`config.mk`:
```
export PLATFORM = sky130hd
export DESIGN_NAME = io_board_responder
export DESIGN_NICKNAME = d
export VERILOG_FILES = /design/src/rtl/io_board_pkg.sv /design/src/rtl/io_board_responder_debounce.sv /design/src/rtl/io_board_responder.sv
export SDC_FILE = /design/constraint.sdc
export NUM_CORES = 1
export LEC_CHECK = 0
export BUFFER_PORTS_ARGS = -buffer_cell sky130_fd_sc_hd__buf_2
export CELL_PAD_IN_SITES_DETAIL_PLACEMENT = 0
export CELL_PAD_IN_SITES_GLOBAL_PLACEMENT = 2
export CORE_UTILIZATION = 29
export DETAILED_ROUTE_END_ITERATION = 7
export PLACE_DENSITY = 0.71
export SKIP_LAST_GASP = 1
export SYNTH_ARGS = -nofsm -noshare
export SYNTH_HDL_FRONTEND = slang
export SYNTH_SLANG_ARGS = --single-unit
```
`constraint.sdc`:
```
create_clock -name clk -period 7.5 [get_ports clk]
set_input_delay 0.75 -clock clk [delete_from_list [all_inputs] [get_ports clk]]
set_output_delay 0.75 -clock clk [all_outputs]
set_load 0.05 [all_outputs]
```
`src/rtl/io_board_pkg.sv`:
```
// Shared widths, scan-state encoding and seven-segment table for the IO board responder.
package io_board_pkg;

    localparam int IO_IN_W    = 16;
    localparam int IO_OUT_W   = 12;
    localparam int NUM_DIGITS = 3;

    typedef enum logic {
        BLANK = 1'b0,
        SHOW  = 1'b1
    } scan_state_t;

    // Active-low {g,f,e,d,c,b,a}, entry 15 first so index n selects digit n.
    localparam logic [15:0][6:0] SEG_TABLE = {
        7'b0001110, 7'b0000110, 7'b0100001, 7'b1000110,
        7'b0000011, 7'b0001000, 7'b0010000, 7'b0000000,
        7'b1111000, 7'b0000010, 7'b0010010, 7'b0011001,
        7'b0110000, 7'b0100100, 7'b1111001, 7'b1000000
    };

    function automatic logic [6:0] hex_to_seg(input logic [3:0] nibble);
        return SEG_TABLE[nibble];
    endfunction

endpackage

```
`src/rtl/io_board_responder_debounce.sv`:
```
// Switch input path: 2-flop synchroniser, sample tick and 3-deep per-bit debounce history.
module io_debounce
    import io_board_pkg::*;
#(
    parameter int DB_LIMIT = 50000,
    parameter int CNT_W    = 17
) (
    input  logic               clk,
    input  logic               rst_n,
    input  logic [IO_IN_W-1:0] sw_raw,
    output logic [IO_IN_W-1:0] ioin,
    output logic               io_changed
);

    localparam logic [CNT_W-1:0] TICK_LAST = CNT_W'(DB_LIMIT - 1);

    logic [IO_IN_W-1:0] sync1_r;
    logic [IO_IN_W-1:0] sync2_r;
    logic [IO_IN_W-1:0] h0_r;
    logic [IO_IN_W-1:0] h1_r;
    logic [IO_IN_W-1:0] h2_r;
    logic [IO_IN_W-1:0] ioin_r;
    logic [IO_IN_W-1:0] stable_s;
    logic [IO_IN_W-1:0] accept_s;
    logic [CNT_W-1:0]   tick_cnt_r;
    logic               tick_s;
    logic               tick_d_r;
    logic               io_changed_r;

    assign tick_s = (tick_cnt_r == TICK_LAST);

    // Synchroniser and free-running sample tick counter.
    always_ff @(posedge clk or negedge rst_n) begin
        if (!rst_n) begin
            sync1_r    <= '0;
            sync2_r    <= '0;
            tick_cnt_r <= '0;
            tick_d_r   <= 1'b0;
        end else begin
            sync1_r    <= sw_raw;
            sync2_r    <= sync1_r;
            tick_cnt_r <= tick_s ? '0 : tick_cnt_r + CNT_W'(1);
            tick_d_r   <= tick_s;
        end
    end

    // History shift register, advanced only on sample ticks.
    always_ff @(posedge clk or negedge rst_n) begin
        if (!rst_n) begin
            h0_r <= '0;
            h1_r <= '0;
            h2_r <= '0;
        end else if (tick_s) begin
            h0_r <= sync2_r;
            h1_r <= h0_r;
            h2_r <= h1_r;
        end else begin
            h0_r <= h0_r;
            h1_r <= h1_r;
            h2_r <= h2_r;
        end
    end

    // A bit follows its history only once three consecutive samples agree.
    always_comb begin
        stable_s = ~(h0_r ^ h1_r) & ~(h1_r ^ h2_r);
        accept_s = (h0_r & stable_s) | (ioin_r & ~stable_s);
    end

    // Accept decision is taken the cycle after the tick that refreshed the history.
    always_ff @(posedge clk or negedge rst_n) begin
        if (!rst_n) begin
            ioin_r       <= '0;
            io_changed_r <= 1'b0;
        end else if (tick_d_r) begin
            ioin_r       <= accept_s;
            io_changed_r <= (accept_s != ioin_r);
        end else begin
            ioin_r       <= ioin_r;
            io_changed_r <= 1'b0;
        end
    end

    assign ioin       = ioin_r;
    assign io_changed = io_changed_r;

endmodule

```
`src/rtl/io_board_responder.sv`:
```
// Board-side IO responder: debounced switch input word, LED mirror and 3-digit multiplexed display.
module io_board_responder
    import io_board_pkg::*;
#(
    parameter int DB_LIMIT     = 50000,
    parameter int SCAN_LIMIT   = 100000,
    parameter int BLANK_CYCLES = 1000,
    parameter int CNT_W        = 17
) (
    input  logic                clk,
    input  logic                rst_n,
    input  logic [IO_IN_W-1:0]  sw_raw,
    input  logic [IO_OUT_W-1:0] ioout,
    output logic [IO_IN_W-1:0]  ioin,
    output logic                io_changed,
    output logic [IO_OUT_W-1:0] led,
    output logic [2:0]          an,
    output logic [6:0]          seg
);

    localparam logic [CNT_W-1:0] BLANK_LAST = CNT_W'(BLANK_CYCLES - 1);
    localparam logic [CNT_W-1:0] SHOW_LAST  = CNT_W'(SCAN_LIMIT - BLANK_CYCLES - 1);
    localparam logic [1:0]       DIGIT_LAST = 2'(NUM_DIGITS - 1);

    scan_state_t         state_r;
    scan_state_t         state_n;
    logic [1:0]          digit_r;
    logic [1:0]          digit_n;
    logic [CNT_W-1:0]    scan_cnt_r;
    logic [CNT_W-1:0]    scan_cnt_n;
    logic [3:0]          nib_r;
    logic [3:0]          nib_n;
    logic [3:0]          led_nib_s;
    logic [2:0]          an_r;
    logic [2:0]          an_n;
    logic [6:0]          seg_r;
    logic [6:0]          seg_n;
    logic [IO_OUT_W-1:0] led_r;

    io_debounce #(
        .DB_LIMIT (DB_LIMIT),
        .CNT_W    (CNT_W)
    ) u_debounce (
        .clk        (clk),
        .rst_n      (rst_n),
        .sw_raw     (sw_raw),
        .ioin       (ioin),
        .io_changed (io_changed)
    );

    // LED bank mirrors the processor output word.
    always_ff @(posedge clk or negedge rst_n) begin
        if (!rst_n) begin
            led_r <= '0;
        end else begin
            led_r <= ioout;
        end
    end

    // Nibble of the LED copy belonging to the current digit.
    always_comb begin
        case (digit_r)
            2'd0:    led_nib_s = led_r[3:0];
            2'd1:    led_nib_s = led_r[7:4];
            2'd2:    led_nib_s = led_r[11:8];
            default: led_nib_s = led_r[3:0];
        endcase
    end

    // Scan FSM next state; the nibble is frozen on entry to SHOW so a slot never tears.
    always_comb begin
        state_n    = state_r;
        digit_n    = digit_r;
        scan_cnt_n = scan_cnt_r + CNT_W'(1);
        nib_n      = nib_r;
        an_n       = 3'b111;
        seg_n      = 7'b1111111;
        case (state_r)
            BLANK: begin
                if (scan_cnt_r == BLANK_LAST) begin
                    state_n    = SHOW;
                    scan_cnt_n = '0;
                    nib_n      = led_nib_s;
                end else begin
                    state_n    = BLANK;
                end
            end
            SHOW: begin
                if (scan_cnt_r == SHOW_LAST) begin
                    state_n    = BLANK;
                    scan_cnt_n = '0;
                    digit_n    = (digit_r == DIGIT_LAST) ? 2'd0 : digit_r + 2'd1;
                end else begin
                    state_n    = SHOW;
                end
            end
            default: begin
                state_n    = BLANK;
                scan_cnt_n = '0;
                digit_n    = 2'd0;
            end
        endcase
        if (state_n == SHOW) begin
            an_n  = ~(3'b001 << digit_n);
            seg_n = hex_to_seg(nib_n);
        end else begin
            an_n  = 3'b111;
            seg_n = 7'b1111111;
        end
    end

    // Scan state and registered display drive.
    always_ff @(posedge clk or negedge rst_n) begin
        if (!rst_n) begin
            state_r    <= BLANK;
            digit_r    <= 2'd0;
            scan_cnt_r <= '0;
            nib_r      <= 4'd0;
            an_r       <= 3'b111;
            seg_r      <= 7'b1111111;
        end else begin
            state_r    <= state_n;
            digit_r    <= digit_n;
            scan_cnt_r <= scan_cnt_n;
            nib_r      <= nib_n;
            an_r       <= an_n;
            seg_r      <= seg_n;
        end
    end

    assign led = led_r;
    assign an  = an_r;
    assign seg = seg_r;

endmodule

```
==> out/metrics.yaml <==
outcome:
  status: "finished, final reports clean"
timing:
  clock.fmax_mhz: 304.1
  fin_setup_tns_ps: 0
  setup_viol: 0
  fin_skew_ps: 12.43
  min_period_ps: 3288
  drv_slew: 0
  rsz0062_at_grt: "no"
  hold_viol_final: 0
  worst_slew_pin_slew_ps: 1183
  period_share_pct: 43.84
  max-slew-margin-rel_pct: 21.15
pwr:
  power_density_nw_per_um2: 234.4
  p_leak_nw: 3.711
  vdd_drop_max_mv: 0.1310
final_layout:
  drive_above_1_share_pct: 16.15
  num_antenna_cells: 0
  fin_area_sq_um: 7889
  synthToLayoutAreaGrowth_pct: 18.96
  fin_nets: 763
critical_path:
  r2r_slack_ps: 4210
  cp_max_fo: 10
  cp-startpoint: "scan_cnt_r[8]$_DFF_PN0_"
  start_kind: "flip-flop"
  endpoint_kind: "flip-flop"
  reg2reg_depth: 8
  max_stage_delay_ps: 710
  crit_end: "seg[3]$_DFF_PN1_"
  crit_chain: "nand4_1 -> or4_4 -> nor3_2 -> mux2i_1 -> inv_1 -> ha_1 -> a22oi_1 -> o2111ai_1"
  crit_type: "flip-flop to flip-flop"
  crit_required_ps: 7830
  worstPathArrival_ps: 3610
  rr_startpoint: "scan_cnt_r[8]$_DFF_PN0_"
  cpMaxStageDelayCell: "mux2i_1"
  r2r-end: "seg[3]$_DFF_PN1_"
clock_tree:
  clk_pin_slew_ps: 70
  cts_buffers: 17
  cts_max_path_buffers: 2
  cts_sinks: 161
  htreeDepth: 4
  clockRootBuffer: "clkbuf_16"
  ctsResizeCount: 0
  insertion_delay_ps: 420
  hold_buffers: 0
  cts_setup_buffers: 0
  cts_tree: "yes"
logic_synthesis:
  synth_flop_cell: "dfrtp_1"
  syn_nets: 693
  yosysUniqueCellTypes: 49
  yosysMostFrequentCell: "nand2_1"
  ys_async_sr_fraction_pct: 100.0
  synth_compound_area_share_pct: 6.491
  ys_top_cells_by_area: "dfrtp_1, nand2_1, dfstp_2"
  ys_seq_area_share_pct: 60.94
  synth_top_family_by_area: "simple AND/OR/NAND/NOR gates"
  ys_seq_elements: 161
  yosys_warnings: 0
  synthAdderAreaFrac_pct: 1.698
  synth-edff-count: 0
  avgSynthCellArea_sq_um: 10.14
  synth_area_leader_cell: "dfrtp_1"
  synth_top_area_share_pct: 56.98
  synth_area_sq_um: 6631
  synth_mux_area_share_pct: 1.736
  yosys.area_share.simple_pct: 23.09
  synthTopCellsByCount: "nand2_1, dfrtp_1, nor2_1"
  synth_xor_area_share_pct: 3.698
  synthCells: 654
global_route:
  grt_pass1_vias: 4944
  overflow: 0
  track_usage_pct: 13.31
  grt_max_degree: 84
  antenna_found_initial: 0
  grt_pass1_wl_um: 24870
detailed_routing:
  drc: 0
  first_iter_violations: 270
  via_per_inst: 4.689
  wl_per_cell_um: 14.32
  wirelength_um: 14570
  drt-pass1-iter-count: 6
  drtAntennaViolNets: 0
  vias: 4769
die:
  num_rows: 54
  die-area_sq_um: 23470
  core_area_sq_um: 22090
  fp.dieW_um: 153.2
  die_h_um: 153.2
  ioPinCount: 69
  start_util_pct: 30.01
place:
  post_dp_cell_area_sq_um: 7259
  dp_hpwl_um: 9389
  place_congestion: 0.7605
  port_buffers: 68
worst_hold_path:
  hp-class: "flip-flop to flip-flop"
job:
  max_cap_violations: 0
report_power, final:
part           leakage [nW]  internal [mW]  switching (mW)  total (mW)
logic                  1.33        0.00919          0.0340      0.0432
registers              2.08          0.880         0.00430       0.885
clock network         0.299          0.549           0.372       0.921
sequential cells by signal, indices dropped and copies added (netlist names), 7 cells and up:
| register | cells |
|---|---|
| u_debounce.sync1_r | 16 |
| u_debounce.h0_r | 16 |
| scan_cnt_r | 17 |
| u_debounce.h2_r | 16 |
| u_debounce.h1_r | 16 |
| u_debounce.tick_cnt_r | 17 |
| led | 12 |
| u_debounce.ioin | 16 |
| seg | 7 |
| u_debounce.sync2_r | 16 |
critical path, delay by kind of cell, from the launching register on:
family,cells,cell delay [ps]
adders and majority gates,1,330
buffers and inverters,1,150
and+or+nand+nor,3,1220
DFF,1,450
AOI/OAI and AO/OA,2,320
muxes,1,710
routing by layer:
| metal | track usage (%) | vias to the layer above | wire length, um | share of wire [%] |
|---|---|---|---|---|
| met2 | 22.18 | 71 | 7128 | 49 |
| met4 | 4.089 | 0 | 166 | 1.1 |
| li1 | - | 2350 | - | - |
| met3 | 3.459 | 16 | 458 | 3.1 |
| met5 | 0 | - | 0 | 0 |
| met1 | 16.88 | 2332 | 6813 | 47 |
through the flow:
step	hold WS, ps	worst slack (ps)	util [%]	std cells	total power [mW]
2_1_floorplan	331.2	5005	-	654	0.9141
3_3_place_gp	332.3	4410	32.86	985	0.9456
3_5_place_dp	335.6	4245	32.86	985	0.9463
4_1_cts	350.6	4220	35.71	1017	1.883
5_1_grt	353.7	3931	35.71	1017	1.919
6_report	346.8	4212	35.71	1017	1.849
layout make-up:
type | count | area (sq um)
Tap cell | 280 | 350.3
Multi-Input combinational cell | 455 | 2435
Inverter | 19 | 71.32
Timing Repair Buffer | 70 | 361.6
Clock inverter | 13 | 176.4
Sequential cell | 161 | 4041
Clock buffer | 19 | 452.9
Fill cell | 2182 | 14200
worst min-delay path by stage:
stage,startpoint,endpoint,cells after the start
floorplan,u_debounce.sync1_r[0]$_DFF_PN0_,u_debounce.sync2_r[0]$_DFF_PN0_,0
global placement,u_debounce.sync1_r[4]$_DFF_PN0_,u_debounce.sync2_r[4]$_DFF_PN0_,0
detailed placement,u_debounce.sync1_r[6]$_DFF_PN0_,u_debounce.sync2_r[6]$_DFF_PN0_,0
CTS,u_debounce.sync1_r[6]$_DFF_PN0_,u_debounce.sync2_r[6]$_DFF_PN0_,0
global route,u_debounce.sync1_r[6]$_DFF_PN0_,u_debounce.sync2_r[6]$_DFF_PN0_,0
finish,u_debounce.sync1_r[6]$_DFF_PN0_,u_debounce.sync2_r[6]$_DFF_PN0_,0
cell families after synthesis:
family / Yosys count
compound gates: 69
xor+xnor: 28
fa+ha+maj: 9
mux: 11
buf+inv: 38
simple gates: 338
flops: 161
cell usage in the layout (no fill, tap or decap), drive strengths merged, types with 2 or more instances in the layout:
cell type	n
bufinv	3
buf	70
nand4	15
nand3	20
or3	3
nor4b	4
mux2i	10
a211oi	2
a31oi	15
a21o	2
clkinv	3
o21ai	6
dfstp	10
and3	4
dfrtp	151
a311oi	2
a21oi	27
xor2	17
inv	23
o41ai	3
clkinvlp	3
nor4	4
clkbuf	19
and2	4
nand4b	12
a22oi	7
nand2b	5
ha	9
nand2	181
nor3	3
nor2	69
nand3b	7
xnor2	11
(Power assumes the default switching activity.)
